File: src/rtl/i2d_core_defines.sv
// Shared core definitions used by the bus arbiter.
//   arb_state_t : arbiter FSM encoding
//   ARB_M_IF    : requester index of instruction fetch
//   ARB_M_MAU   : requester index of the memory access unit
package i2d_core_defines;

  typedef enum logic [1:0] {
    ARB_IDLE,
    ARB_OWN0,
    ARB_OWN1,
    ARB_DRAIN
  } arb_state_t;

  localparam int unsigned ARB_M_IF  = 0;
  localparam int unsigned ARB_M_MAU = 1;

endpackage

File: src/rtl/core_bus_watchdog.sv
// Bus-cycle watchdog for the core arbiter.
//   clk, rst  : clock, asynchronous active-low reset
//   clear     : zero the counter (no owner, or slave responded)
//   count_en  : owner has a strobe driven or outstanding
//   expired   : this is the cycle the count reaches TIMEOUT; 0 if TIMEOUT=0
module core_bus_watchdog #(
  parameter int unsigned TIMEOUT = 255
) (
  input  logic clk,
  input  logic rst,
  input  logic clear,
  input  logic count_en,
  output logic expired
);

  localparam int unsigned CW = (TIMEOUT > 0) ? $clog2(TIMEOUT + 1) : 1;

  logic [CW-1:0] cnt_q, cnt_d;

  // Saturates at TIMEOUT so a stuck owner can never wrap back to a quiet count.
  always_comb begin
    cnt_d = cnt_q;
    if (clear) begin
      cnt_d = '0;
    end else if (count_en && (cnt_q != CW'(TIMEOUT))) begin
      cnt_d = cnt_q + CW'(1);
    end
  end

  always_ff @(posedge clk or negedge rst) begin
    if (!rst) begin
      cnt_q <= '0;
    end else begin
      cnt_q <= cnt_d;
    end
  end

  // Fires in the cycle whose increment would hit TIMEOUT; an ack/err in that
  // same cycle arrives through clear and suppresses it.
  assign expired = (TIMEOUT != 0) && count_en && !clear &&
                   (cnt_q == CW'(TIMEOUT - 1));

endmodule

File: src/rtl/core_bus_arbiter.sv
// Two-master wishbone arbiter for the core bus (port 0 = IF, port 1 = MAU).
// Grants whole bus cycles, one idle bubble between owners, watchdog error
// on a slave that never responds.
//   m_*      : per-master request side (cyc/stb/we/sel/adr/dat in; ack/err/stall/dat_r out)
//   s_*      : single slave-side wishbone port
//   gnt      : one-hot current owner (00 when idle)
module core_bus_arbiter
  import i2d_core_defines::*;
#(
  parameter int unsigned AW      = 32,
  parameter int unsigned DW      = 32,
  parameter bit          FAIR    = 1'b1,
  parameter int unsigned TIMEOUT = 255
) (
  input  logic          clk,
  input  logic          rst,
  input  logic [1:0]    m_cyc,
  input  logic [1:0]    m_stb,
  input  logic [1:0]    m_we,
  input  logic [3:0]    m_sel0,
  input  logic [3:0]    m_sel1,
  input  logic [AW-1:0] m_adr0,
  input  logic [AW-1:0] m_adr1,
  input  logic [DW-1:0] m_dat0,
  input  logic [DW-1:0] m_dat1,
  output logic [1:0]    m_ack,
  output logic [1:0]    m_err,
  output logic [1:0]    m_stall,
  output logic [DW-1:0] m_dat_r,
  output logic          s_cyc,
  output logic          s_stb,
  output logic          s_we,
  output logic [3:0]    s_sel,
  output logic [AW-1:0] s_adr,
  output logic [DW-1:0] s_dat_w,
  input  logic          s_ack,
  input  logic          s_err,
  input  logic          s_stall,
  input  logic [DW-1:0] s_dat_r,
  output logic [1:0]    gnt
);

  arb_state_t state_q;
  logic       owner_q;
  logic       last_q;
  logic       pend_q, pend_d;

  logic own;
  logic cur_cyc, cur_stb;
  logic pick;
  logic wd_clear, wd_count_en, timeout;

  assign own     = (state_q == ARB_OWN0) || (state_q == ARB_OWN1);
  assign cur_cyc = m_cyc[owner_q];
  assign cur_stb = m_stb[owner_q];

  // Tie-break: the master that did not own last, or MAU when not fair.
  assign pick = (m_cyc[ARB_M_IF] && m_cyc[ARB_M_MAU]) ? (FAIR ? ~last_q : 1'b1)
                                                      : m_cyc[ARB_M_MAU];

  // Outstanding strobe: accepted by the slave but not yet answered.
  assign pend_d = own & ((s_stb & ~s_stall) | (pend_q & ~(s_ack | s_err)));

  assign wd_clear    = ~own | s_ack | s_err;
  assign wd_count_en = own & (cur_stb | pend_q);

  core_bus_watchdog #(
    .TIMEOUT (TIMEOUT)
  ) u_wdog (
    .clk      (clk),
    .rst      (rst),
    .clear    (wd_clear),
    .count_en (wd_count_en),
    .expired  (timeout)
  );

  assign s_we    = owner_q ? m_we[ARB_M_MAU] : m_we[ARB_M_IF];
  assign s_sel   = owner_q ? m_sel1 : m_sel0;
  assign s_adr   = owner_q ? m_adr1 : m_adr0;
  assign s_dat_w = owner_q ? m_dat1 : m_dat0;
  assign m_dat_r = s_dat_r;

  always_comb begin
    s_cyc   = 1'b0;
    s_stb   = 1'b0;
    m_ack   = '0;
    m_err   = '0;
    m_stall = '1;
    if (own) begin
      s_cyc            = cur_cyc & ~timeout;
      s_stb            = cur_stb & ~timeout;
      m_ack[owner_q]   = s_ack;
      m_err[owner_q]   = s_err | timeout;
      m_stall[owner_q] = s_stall;
    end
  end

  // The owner is still shown during DRAIN: it holds the bus until it drops cyc.
  assign gnt = (state_q == ARB_IDLE) ? 2'b00 : (owner_q ? 2'b10 : 2'b01);

  always_ff @(posedge clk or negedge rst) begin
    if (!rst) begin
      state_q <= ARB_IDLE;
      owner_q <= 1'b0;
      last_q  <= 1'b0;
      pend_q  <= 1'b0;
    end else begin
      pend_q <= pend_d;
      unique case (state_q)
        ARB_IDLE: begin
          if (m_cyc[ARB_M_IF] || m_cyc[ARB_M_MAU]) begin
            owner_q <= pick;
            state_q <= pick ? ARB_OWN1 : ARB_OWN0;
          end
        end
        ARB_OWN0, ARB_OWN1: begin
          if (timeout) begin
            state_q <= ARB_DRAIN;
          end else if (!cur_cyc) begin
            state_q <= ARB_IDLE;
            last_q  <= owner_q;
          end
        end
        ARB_DRAIN: begin
          if (!cur_cyc) begin
            state_q <= ARB_IDLE;
            last_q  <= owner_q;
          end
        end
        default: state_q <= ARB_IDLE;
      endcase
    end
  end

endmodule
File: config.mk
export PLATFORM = sky130hd
export DESIGN_NAME = core_bus_arbiter
export DESIGN_NICKNAME = d
export VERILOG_FILES = /design/src/rtl/i2d_core_defines.sv /design/src/rtl/core_bus_watchdog.sv /design/src/rtl/core_bus_arbiter.sv
export SDC_FILE = /design/constraint.sdc
export NUM_CORES = 1
export LEC_CHECK = 0
export BUFFER_PORTS_ARGS = -buffer_cell sky130_fd_sc_hd__buf_2
export CELL_PAD_IN_SITES_DETAIL_PLACEMENT = 1
export CELL_PAD_IN_SITES_GLOBAL_PLACEMENT = 2
export CORE_ASPECT_RATIO = 0.7
export CORE_MARGIN = 2
export CORE_UTILIZATION = 12
export DETAILED_ROUTE_END_ITERATION = 12
export GPL_TIMING_DRIVEN = 0
export PLACE_DENSITY = 0.74
export SKIP_CTS_REPAIR_TIMING = 1
export SYNTH_ARGS = -nofsm -noshare
export SYNTH_HDL_FRONTEND = slang
export SYNTH_HIERARCHICAL = 1
export SYNTH_SLANG_ARGS = --single-unit
export TNS_END_PERCENT = 100
File: constraint.sdc
create_clock -name clk -period 2.55 [get_ports clk]
set_input_delay 0.51 -clock clk [delete_from_list [all_inputs] [get_ports clk]]
set_output_delay 0.51 -clock clk [all_outputs]
set_load 0.02 [all_outputs]
**After elaboration in Yosys (flattened, before gate mapping)**

Index checks and enable logic that the tools add are counted.

- Bits in registers: 13
- Latch bits: 0
- Bits in writable memories: 0
- ROM bits: 0
- Input port bits: 179
- Output and inout port bits: 111
- Logic and storage cells: 78
- Memories: 0

- Add/subtract/negate cells: 1
- Multiply operators: 0
- Divide/modulo/power cells: 0
- Order comparisons: 2
- Eq/ne operators: 7
- Shift-type cells: 0
- Multiplexer cells: 28
- Bitwise gates (word level): 21
- Reductions and logical operators: 14

Operators with widths:

| operator | count |
|---|---|
| two-way mux 32 bit | 2 |
| two-way mux 2 bit | 9 |
| two-way mux 8 bit | 2 |
| two-way mux 1 bit | 11 |
| adder 8 x 1 -> 8 bit, second input constant | 1 |
| equality test 8 bit, second input constant | 1 |
| inequality test 8 bit, second input constant | 1 |
| AND 1 bit | 6 |
| OR 1 bit | 6 |
| one-hot mux 2 bit (3 select lines) | 1 |
| logical AND 1 bit | 5 |
| inverter 1 bit | 5 |
| AND 2 bit | 2 |
| equality test 2 bit, second input constant | 2 |
| two-way mux 4 bit | 1 |
| AND reduction 2 bit | 2 |
| nonzero test 2 bit | 2 |
| equality test 2 x 1 -> 1 bit, second input constant | 1 |
| zero test 2 bit | 1 |
| logical OR 1 bit | 2 |
| < comparator 1 x 2 -> 1 bit, second input constant | 1 |
| inequality test 2 x 1 -> 1 bit, second input constant | 1 |
| inequality test 2 bit, second input constant | 1 |
| inverter 2 bit | 1 |
| other kinds (6) | 6 |

**Longest topological paths before layout**

Gate-level depths: netlist of run 1.

- Depth in word-level cells: 14
- Gate-level depth with buffers: 9
- Gate-level depth less buffers: 8

**By module**

Netlist of run 1, hierarchy kept.

Modules (own cells, without submodules):

| module | times used | cells an instance | area an instance (µm²) | sequential area each (µm²) |
|---|---|---|---|---|
| core_bus_arbiter | 1 | 164 | 1546.5 | 125.1 |
| core_bus_watchdog | 1 | 53 | 488.0 | 200.2 |

**Least setup slack after synthesis of run 1**

OpenSTA, ideal clock, no wires.

- Path type: flip-flop to output port
- From: register state_q[1]
- To: output port m_err[0]
- Arrival: 2.369 ns
- Data required time: 2.040 ns
- Setup slack: -0.329 ns
- Cell stages (with the launch flop): 8
- Path buffers: 1
- Path through: dfrtp_1 inv_1 ha_1 or3b_1 clkbuf_1 nor3_1 nor2_1 nor3b_1

- Cells in the longest elaborated chain, start to end: 11
- Elaborated cells between the ends (all ways): 13
- Classes of those cells: eq/ne (2); mux (1); bitwise (6); reduce/logical (4)

Ends and longest elaborated chain:

| item | RTL line | text |
|---|---|---|
| from (decl) | core_bus_arbiter.sv:43 | `arb_state_t state_q;` |
| from (signal assigned) | core_bus_arbiter.sv:113 | `state_q <= pick ? ARB_OWN1 : ARB_OWN0;` |
| equality test 2 x 1 -> 1 bit or equality test 2 bit (tied branches) | core_bus_arbiter.sv:53 | `assign own = (state_q == ARB_OWN0) \|\| (state_q == ARB_OWN1);` |
| logical OR 1 bit * | core_bus_arbiter.sv:53 |  |
| inverter 1 bit * | core_bus_arbiter.sv:64 | `assign wd_clear = ~own \| s_ack \| s_err;` |
| OR 1 bit * (2 in series) | core_bus_arbiter.sv:64 |  |
| via wd_clear | core_bus_arbiter.sv:51 | `logic wd_clear, wd_count_en, timeout;` |
| zero test 1 bit * | core_bus_watchdog.sv:40 | `assign expired = (TIMEOUT != 0) && count_en && !clear &&` |
| logical AND 1 bit * (2 in series) | core_bus_watchdog.sv:40 |  |
| via timeout | core_bus_arbiter.sv:51 |  |
| OR 1 bit * | core_bus_arbiter.sv:93 | `m_err[owner_q] = s_err \| timeout;` |
| AND 2 bit (no source line) * | - |  |
| two-way mux 2 bit * | core_bus_arbiter.sv:89 | `if (own) begin` |
| to (decl) | core_bus_arbiter.sv:27 | `output logic [1:0] m_err,` |

The timed path passes the listed nets; every way through them passes the cells marked *.

**Final worst setup path of run 1**

- From: register state_q[1]
- To: output port s_stb

- Cells in the longest elaborated chain, start to end: 11
- Elaborated cells between the ends (all ways): 13
- Classes of those cells: eq/ne (2); mux (1); bitwise (6); reduce/logical (4)

Ends and longest elaborated chain:

| item | RTL line | text |
|---|---|---|
| equality test 2 x 1 -> 1 bit or equality test 2 bit (tied branches) | core_bus_arbiter.sv:53 |  |
| logical OR 1 bit * | core_bus_arbiter.sv:53 |  |
| inverter 1 bit * | core_bus_arbiter.sv:64 |  |
| OR 1 bit * (2 in series) | core_bus_arbiter.sv:64 |  |
| via wd_clear | core_bus_arbiter.sv:51 |  |
| zero test 1 bit * | core_bus_watchdog.sv:40 |  |
| logical AND 1 bit * (2 in series) | core_bus_watchdog.sv:40 |  |
| via timeout | core_bus_arbiter.sv:51 |  |
| inverter 1 bit * | core_bus_arbiter.sv:91 | `s_stb = cur_stb & ~timeout;` |
| AND 1 bit * | core_bus_arbiter.sv:91 |  |
| two-way mux 1 bit * | core_bus_arbiter.sv:89 |  |
| to (decl) | core_bus_arbiter.sv:31 | `output logic s_stb,` |

Marked as above.

==> results of run 1 <==
[cells in the final DEF, fill, tap and decap left out, types with 3 or more instances in the layout]
master and instances:
nor2_1 8, buf_6 8, nand2_1 8, and3_1 3, clkbuf_16 3, a21oi_1 7, mux2_2 69, mux2_4 3
inv_1 10, buf_4 43, buf_2 258, ha_1 3, a211oi_1 7, nand3_1 5, dfrtp_1 13
[flip-flops by register name (all words and copies together), names as in the netlist]
name	count
u_wdog/cnt_q	8
state_q	2
last_q	1
owner_q	1
pend_q	1
[worst paths after layout]
check	startpoint	end	slack, ns	cells past startpoint
max in group asynchronous	rst	last_q	2.14	1
hold / removal	rst	u_wdog/cnt_q[6]	0.16	1
setup / recovery	state_q[1]	s_stb	-0.24	8
min in group clk	pend_q	pend_q	0.55	2
hold reg to reg	pend_q	pend_q	0.55	2
setup reg to reg	state_q[1]	state_q[0]	0.25	9
[power by group]
part           switching [W]  internal [W]
logic                0.00149       0.00122
registers          0.0000318      0.000246
clock network      0.0000897      0.000211
total                0.00161       0.00168
[cell families after synthesis]
logic type	count (synthesis)
AO/OA/AOI/OAI	27
multiplexers	73
buffers and inverters	55
adder cells (fa/ha/maj)	4
AND/OR/NAND/NOR	45
flip-flops	13
[per-layer routing]
layer | share of wire, % | track usage, % | up-vias | wire, µm
met5 | 0.12 | 0 | - | 13
met4 | 0.25 | 1.09 | 2 | 27
met3 | 5.5 | 1.58 | 4 | 591
met2 | 50 | 19.0 | 112 | 5400
met1 | 44 | 14.2 | 1270 | 4690
li1 | - | - | 1290 | -
[cell type report]
cell class	instances	area, µm²	share of cell area (%)
multi-input combinational	149	1380	36.0
sequential	13	325	8.50
buffer	44	348	9.09
clock buffer	4	78.8	2.06
antenna	1	2.50	0.0654
timing repair buffer	266	1370	35.8
inverter	11	41.3	1.08
tap	225	282	7.36
[stage by stage]
stage	util [%]	cell area, µm²	worst slack, ns	instances	hold slack (ns)
2_1_floorplan	-	2040	0.0112	217	0.214
3_3_place_gp	22.0	3610	-0.345	699	0.424
3_5_place_dp	22.0	3610	-0.417	699	0.429
4_1_cts	22.4	3690	-0.686	703	0.168
5_1_grt	23.3	3820	-0.316	712	0.180
6_report	23.3	3830	-0.238	713	0.160
==> results.md, run 1 <==
* Status: finished, violations left
* Violated checks: setup timing
* Post-Synthesis Cells at approximately 220
* Worst-skew pair later-pin latency at about 0.24 ns
* Largest family of logic cells by synthesized area: multiplexers
* # setup viols final at 4
* Clk slew on worst S/H paths at 0.05 ns
* Synth Area in Adders at 2.46%
* Crit-path leading delay family: simple AND/OR/NAND/NOR gates
* Mapped Area at 2030 µm²
* Max Root-Sink Buffers at 2
* DP HPWL at 9560 µm
* Critical-path top delay cell: or3b_4
* Clock buffer count from CTS at 3
* Die Span Y at 113 µm
* Drc violations at 0
* Core ar. at 16400 µm²
* Port Buffer Count at approximately 260
* Slew headroom at between 70% and 80%
* Mux contribution to synthesized area at 41.1%
* Number of global-route vias before repair at 2711
* Slew Limit Fails at 0
* Overall power at about 0.0033 W
* CP required at 2.04 ns
* Post-synthesis compound-gate area fraction at 9.35%
* Io pins at 290
* Xor/xnor share of the synthesized area at 0%
* RSZ-0062 raised after global routing: true
* Clk sinks at 13
* Netlist cell types at 41
* Crit. End Element: primary output
* Mapped Nets at 400
* Fill count at 2063
* Initial Utilization at 12.4%
* DR vias/cell at roughly 3.8
* Die area at approximately 18000 µm²
* Worst setup margin at -0.238 ns
* Simple-Gate Fraction of Synth Area at 12.5%
* Worst path most repeated cell: buf_6
* CP peak stage delay at around 0.4 ns
* Via count at ~2700
* Areal power density over the cells at 859 nW/µm²
* Synthesized area per cell at approximately 9.4 µm²
* Largest net degree at the start of global routing at 14
* Synth Register Bits at 13
* Row count at 39
* Wire length per cell at 15.0 µm
* Asr flop ratio synth at 100%
* TritonCTS clock tree: yes
* First-pass GRT wire length at 15300 µm
* Ys flop type: dfrtp_1
* Post-synth top cells: mux2_2, buf_4, dfrtp_1, inv_1, nor2_1
* Die Width at 160 µm
* Detailed Routing Iterations Pass 1 at 4
* Most common cell in the netlist: mux2_2
* Crit Path Category: reg -> out
* RePlAce Congestion at 0.850
* Tightest Pin Transition at 0.326 ns
* Fmax at 359 MHz
* Setup TNS at -0.813 ns
* Buf/Inv on CP at 4
* Critical path fanouts, max at 5
* Iter 0 DRT Violations at 71
* Nets@finish at ~670
* Static leakage at 2.01 nW
* Number of synthesized flops with an enable pin at 0
* Share of cells above drive strength 1 at 82.1%
* Initial antenna violation count at 1
* CP arrival at approximately 2.3 ns
* Register area share after synthesis at 16.0%
* Min-delay worst type: in -> async
* Grt total ovfl at 0
* Tot GR Track Use at between 10% and 20%
* Minimum clock period at approximately 2.8 ns
* H-tree depth at 1
* Critical-path cell list: inv_2 -> ha_4 -> or3b_4 -> buf_8 -> nor3_4 -> buf_6 -> and3b_4 -> buf_6
* Crit start category: flop
* Largest area contributor in the netlist: mux2_2
* Area share of the largest cell type after synthesis at a little under two fifths
* Post-DRT Antenna Nets at 0
* Final Hold Vio Count at 0
* Setup Skew at 0.000863 ns
* Period utilization at 109%
* Area contributors post-synth: mux2_2, dfrtp_1, buf_4, buf_6, a211oi_1
* Synth Warn # at 6
* Worst vdd ir at roughly 0.28 mV
* Syn-to-layout area delta at 88.1%
* Routed WL at between 10000 and 15000 µm
* Root Buffer: clkbuf_16
* Max Cap Viol at 0
Power figures use the tool's default switching activity.
==> run 2, diff against run 1 <==
--- a/config.mk
+++ b/config.mk
@@ -13,10 +13,9 @@
 export CORE_UTILIZATION = 12
 export DETAILED_ROUTE_END_ITERATION = 12
 export GPL_TIMING_DRIVEN = 0
-export PLACE_DENSITY = 0.74
+export PLACE_DENSITY = 0.76
 export SKIP_CTS_REPAIR_TIMING = 1
 export SYNTH_ARGS = -nofsm -noshare
 export SYNTH_HDL_FRONTEND = slang
-export SYNTH_HIERARCHICAL = 1
 export SYNTH_SLANG_ARGS = --single-unit
 export TNS_END_PERCENT = 100
==> run 2 against run 1 <==
Against the previous run:
- the flow now finishes without violations
- synthesized cell count fell by 1.8%
- worst hold slack better by 0.0014 ns
- clock power hardly changed
- critical path depth down 2
- maximum frequency up 14%
- combinational power decreased by 4%
- largest power group unchanged
==> results.md, run 2 <==
* Port Buffer Count at 257
* Root Buffer: clkbuf_16
* Clock buffer count from CTS at 3
* Die Span Y at 112 µm
* Nets@finish at 659
* Largest area contributor in the netlist: mux2_2
* DR vias/cell at between 3 and 4
* Slew Limit Fails at 0
* TritonCTS clock tree: yes
* Static leakage at around 1.9 nW
* Setup WS pre-CTS at -0.00145 ns
* H-tree depth at 1
* Clk sinks at 13
* Post-synth top cells: mux2_2, buf_4, dfrtp_1, a21oi_1
* Tot GR Track Use at 11.6%
* Setup Skew at 0.00148 ns
* Min-delay worst type: in -> async
* Largest net degree at the start of global routing at 14
* Row count at 39
* Overall power at between 0.003 and 0.004 W
* Worst-skew pair later-pin latency at 0.24 ns
* Register area share after synthesis at roughly 16%
* Status: complete, no violations
* Top reg by flops: u_wdog.cnt_q
* CP arrival at 1.94 ns
* First-pass GRT wire length at about 16000 µm
* Die Width at between 150 and 200 µm
* RePlAce Congestion at slightly below 0.8
* Number of synthesized flops with an enable pin at 0
* Area share of the largest cell type after synthesis at 39.2%
* Mapped Nets at between 300 and 400
* Period utilization at 96.1%
* Critical path fanouts, max at 8
* Io pins at between 200 and 300
* Hold slack at 0.162 ns
* Synth Warn # at 0
* Via count at between 2000 and 3000
* Number of global-route vias before repair at around 2800
* Share of cells above drive strength 1 at 80.2%
* Area contributors post-synth: mux2_2, dfrtp_1, buf_4, ha_1, a21oi_1
* Most common cell in the netlist: mux2_2
* Post-DRT Antenna Nets at 0
* Max Cap Viol at 0
* Crit start category: flop
* Fill count at 2004
* Max reg flops at 8
* Post-Synthesis Cells at roughly 210
* Iter 0 DRT Violations at between 70 and 80
* Synthesized area per cell at 9.32 µm²
* Biggest regs: u_wdog.cnt_q: 8 flops, state_q: 2 flops
* # setup viols final at 0
* DP HPWL at just under 10000 µm
* Slew headroom at a little over half
* Initial antenna violation count at 1
* Grt total ovfl at 0
* Mapped Area at ~2000 µm²
* Syn-to-layout area delta at 86.2%
* Final Hold Vio Count at 0
* Diode count at 0
* Worst vdd ir at ~0.25 mV
* Clk slew on worst S/H paths at 0.05 ns
* Core ar. at around 16000 µm²
* Minimum clock period at 2.45 ns
* Wire length per cell at 15.9 µm
* Fmax at 408 MHz
* Detailed Routing Iterations Pass 1 at 4
* Most frequent cells in the layout: buf_2, mux2_2, buf_4
* Areal power density over the cells at 856 nW/µm²
* Commonest non-fill, non-tap cell in the layout: buf_2
* Drc violations at 0
* Tightest Pin Transition at 0.681 ns
* Die area at 17600 µm²
* Synth Register Bits at 13
* Routed WL at 11100 µm
* RSZ-0062 raised after global routing: false
* Netlist cell types at 43
* Ys flop type: dfrtp_1
* Asr flop ratio synth at 100%
* Worst setup margin at roughly 0.10 ns
* Initial Utilization at 12.2%
* CP required at 2.04 ns
* Max Root-Sink Buffers at 2
* Crit. End Element: primary output
* Crit Path Category: reg -> out
[run 2: cell count changes after synthesis, moves of 3 or more]
cell | previous run | this run
a211oi_1 | 7 | 1
buf_6 | 6 | 1
clkbuf_1 | 1 | 5
inv_1 | 11 | 5
o31ai_1 | 0 | 5
or4_1 | 0 | 3
[run 2: final timing paths]
kind                                 start              end  slack, ns  depth (start not counted)
worst min-delay path                   rst           last_q       0.16                          1
worst min register to register      last_q           last_q       0.50                          2
min in group clk                    last_q           last_q       0.50                          2
worst max-delay path               owner_q            s_cyc       0.10                          6
worst max register to register  state_q[1]  u_wdog.cnt_q[4]       0.78                          7
max in group asynchronous              rst  u_wdog.cnt_q[4]       2.14                          1
[run 2: through the flow]
stage                     setup TNS (ns)  cells  cell area (µm²)  utilization [%]
after global placement                 0    695             3550             21.9
final                                  0    700             3690             22.7
after CTS                          -1.03    699             3630             22.3
after detailed placement        -0.00145    695             3550             21.9
after floorplan                        0    213             1980                -
after global routing                   0    700             3690             22.7
[run 2: kinds of logic (layout without fill, tap and decap cells)]
| logic type | after synthesis | count (layout) | synth area share [%] |
|---|---|---|---|
| AO/OA/AOI/OAI | 32 | 32 | 11.6 |
| flip-flops | 13 | 13 | 16.4 |
| multiplexers | 72 | 72 | 40.9 |
| adder cells (fa/ha/maj) | 4 | 4 | 2.52 |
| AND/OR/NAND/NOR | 43 | 43 | 12.5 |
| buffers and inverters | 49 | 311 | 16.0 |
[run 2: power by group]
part           switching, W  total [W]  internal, W
sequential        0.0000299   0.000275     0.000245
clock             0.0000902   0.000301     0.000211
combinational       0.00148    0.00259      0.00110
[run 2: area by class of cell]
class	instances	area, µm²	area share, %
Multi-Input combinational cell	151	1390	37.6
Timing Repair Buffer	258	1300	35.1
Sequential cell	13	325	8.80
Buffer	44	307	8.30
Tap cell	225	282	7.62
Clock buffer	4	78.8	2.13
Inverter	5	18.8	0.508
[run 2: worst max-delay path, cell delays in order, from the launching register on]
cell and delay (ns):
dfrtp_1 0.37, buf_6 0.15, mux2_4 0.35, o21a_4 0.24, and3_4 0.19, nor3b_4 0.22
buf_4 0.18
[run 2: layer usage]
metal | vias up | wire [µm] | GRT usage [%]
li1 | 1275 | - | -
met1 | 1266 | 4390 | 13.9
met2 | 117 | 5840 | 21.4
met3 | 13 | 691 | 1.95
met4 | 2 | 191 | 2.91
met5 | - | 13 | 0
==> run 3, diff against run 2 <==
--- a/config.mk
+++ b/config.mk
@@ -8,9 +8,10 @@
 export BUFFER_PORTS_ARGS = -buffer_cell sky130_fd_sc_hd__buf_2
 export CELL_PAD_IN_SITES_DETAIL_PLACEMENT = 1
 export CELL_PAD_IN_SITES_GLOBAL_PLACEMENT = 2
-export CORE_ASPECT_RATIO = 0.7
+export CORE_ASPECT_RATIO = 1.4
 export CORE_MARGIN = 2
 export CORE_UTILIZATION = 12
+export CTS_CLUSTER_DIAMETER = 40
 export DETAILED_ROUTE_END_ITERATION = 12
 export GPL_TIMING_DRIVEN = 0
 export PLACE_DENSITY = 0.76
==> run 3 against run 2 <==
Against the previous run:
- total power is 4.4% higher
- wire length is 23% higher
- maximum frequency is 2.8% lower
- clock skew hardly changed
- flip-flop and latch count stayed put
- count of clock-buffer cells in the layout stayed put
- setup slack worse by 0.071 ns
- critical endpoint unchanged
- largest power group unchanged
==> results.md, run 3 (same netlist as run 2, synthesis figures left out) <==
* Status: complete, no violations
* Clock power share at 9.5%
* Drc violations at 0
* Multi-input gate area at between 1000 and 1500 µm²
* Biggest regs: u_wdog.cnt_q: 8 flops, state_q: 2 flops
* Worst-skew pair later-pin latency at 0.25 ns
* TritonCTS clock tree: yes
* Crit. End Element: primary output
* Initial Utilization at 12.3%
* Critical-path cell list: inv_1 -> ha_4 -> nor3b_4 -> and2_2 -> and3_4 -> nor3b_4 -> buf_6
* Post-layout util at around 23%
* Tightest Pin Transition at slightly above 0.6 ns
* Clk slew on worst S/H paths at roughly 0.050 ns
* First-pass GRT wire length at 18700 µm
* CP arrival at between 2 and 2.5 ns
* DP Area at 3520 µm²
* Routed WL at 13600 µm
* Worst setup margin at 0.0291 ns
* Areal power density over the cells at 901 nW/µm²
* Worst vdd ir at between 0.5 and 0.6 mV
* Die Span Y at 156 µm
* Min-delay worst type: in -> async
* Io pins at 290
* Max Cap Viol at 0
* Period utilization at slightly below 100%
* Crit-path leading delay family: simple AND/OR/NAND/NOR gates
* Beginning of the worst register-to-register path: state_q[1]
* Port Buffer Count at around 260
* Clock buffer count from CTS at 3
* Top reg by flops: u_wdog.cnt_q
* Die area at 17600 µm²
* H-tree depth at 1
* Commonest non-fill, non-tap cell in the layout: buf_2
* Slew Limit Fails at 0
* Internal at ~0.0016 W
* Nets@finish at 659
* Top layer used by detailed routing: met4
* Wire length on met3 at approximately 2400 µm
* Detailed Routing Iterations Pass 1 at 4
* Wire length per cell at 20.2 µm
* DP HPWL at 12300 µm
* RePlAce Congestion at roughly 0.74
* Share of cells above drive strength 1 at 80.4%
* Largest net degree at the start of global routing at 14
* Critical path origin: state_q[1]
* # setup viols final at 0
* Post-DRT Antenna Nets at 0
* Tot GR Track Use at 14.3%
* Grt total ovfl at 0
* Syn-to-layout area delta at 84.5%
* Register area at 325 µm²
* Iter 0 DRT Violations at 72
* Row count at 55
* Crit Path Category: reg -> out
* Clk sinks at 13
* Static leakage at 1.90 nW
* Critical path fanouts, max at 5
* Slew headroom at 58.2%
* R2R cell count at 6
* Core ar. at 16200 µm²
* Number of global-route vias before repair at 2948
* Fill count at 2015
* Fin area at 3660 µm²
* Max reg flops at 8
* Initial antenna violation count at 0
* Diode count at 0
* Minimum clock period at between 2 and 3 ns
* Combinational share of power at 82.2%
* Sw power at 0.00174 W
* CP peak stage delay at 0.39 ns
* Buf/Inv on CP at 2
* Via count at 2739
* DRT met1 WL at approximately 5200 µm
* Crit start category: flop
* Met2 Wirelength at around 6000 µm
* Final Hold Vio Count at 0
* Worst path most repeated cell: nor3b_4
* Crit. path cell count at 7
* Setup WS pre-CTS at -0.0505 ns
* Critical-path top delay cell: dfrtp_1
* Fmax at 397 MHz
* Die Width at 113 µm
* Most frequent cells in the layout: buf_2, mux2_2, buf_4
* CP required at 2.04 ns
* Sequential power share at 8.3%
* Setup Skew at 0.00155 ns
* Max Root-Sink Buffers at 2
* Root Buffer: clkbuf_16
* Sw frac at 52.8%
* DR vias/cell at 4.06
-- run 3: worst paths after layout --
path / endpoint / slack, ns
hold / removal: u_wdog.cnt_q[4] / 0.16
setup reg to reg: u_wdog.cnt_q[6] / 0.71
setup / recovery: s_cyc / 0.03
hold reg to reg: last_q / 0.50
min in group clk: last_q / 0.50
max in group asynchronous: u_wdog.cnt_q[6] / 2.13
-- run 3: worst reg2reg max path, stage by stage, from the launching register on --
cell and delay, ns:
dfrtp_1 0.36, inv_1 0.09, ha_4 0.29, clkbuf_4 0.22, o21ai_4 0.13, or4_1 0.53
a21oi_1 0.16
-- run 3: area by class of cell --
type | instances | area share (%)
multi-input cells | 151 | 37.9
inverters | 5 | 0.513
clock buffers | 4 | 2.15
well taps | 199 | 6.80
flip-flops and latches | 13 | 8.89
repair buffers | 258 | 35.5
plain buffers | 44 | 8.27
-- run 3: stage by stage --
step | total power (W) | hold WS (ns) | setup TNS (ns) | std cells
finish | 0.00330 | 0.165 | 0 | 674
global route | 0.00353 | 0.186 | -0.0211 | 674
CTS | 0.00327 | 0.175 | -1.18 | 673
detailed placement | 0.00294 | 0.439 | -0.106 | 669
global placement | 0.00291 | 0.433 | -0.00377 | 669
floorplan | 0.00196 | 0.214 | 0 | 213
-- run 3: power by group through the flow --
| stage | sequential, W | clock (W) | combinational (W) |
|---|---|---|---|
| 6_report | 0.000273 | 0.000313 | 0.00271 |
| 3_5_place_dp | 0.000275 | 0 | 0.00267 |
| 3_3_place_gp | 0.000274 | 0 | 0.00263 |
| 4_1_cts | 0.000272 | 0.000315 | 0.00269 |
| 2_1_floorplan | 0.000269 | 0 | 0.00169 |
| 5_1_grt | 0.000278 | 0.000321 | 0.00293 |
-- run 3: per-layer routing --
layer	track usage [%]	up-vias
met2	23.1	219
li1	-	1279
met3	9.25	4
met5	0	-
met1	16.6	1237
met4	1.39	0
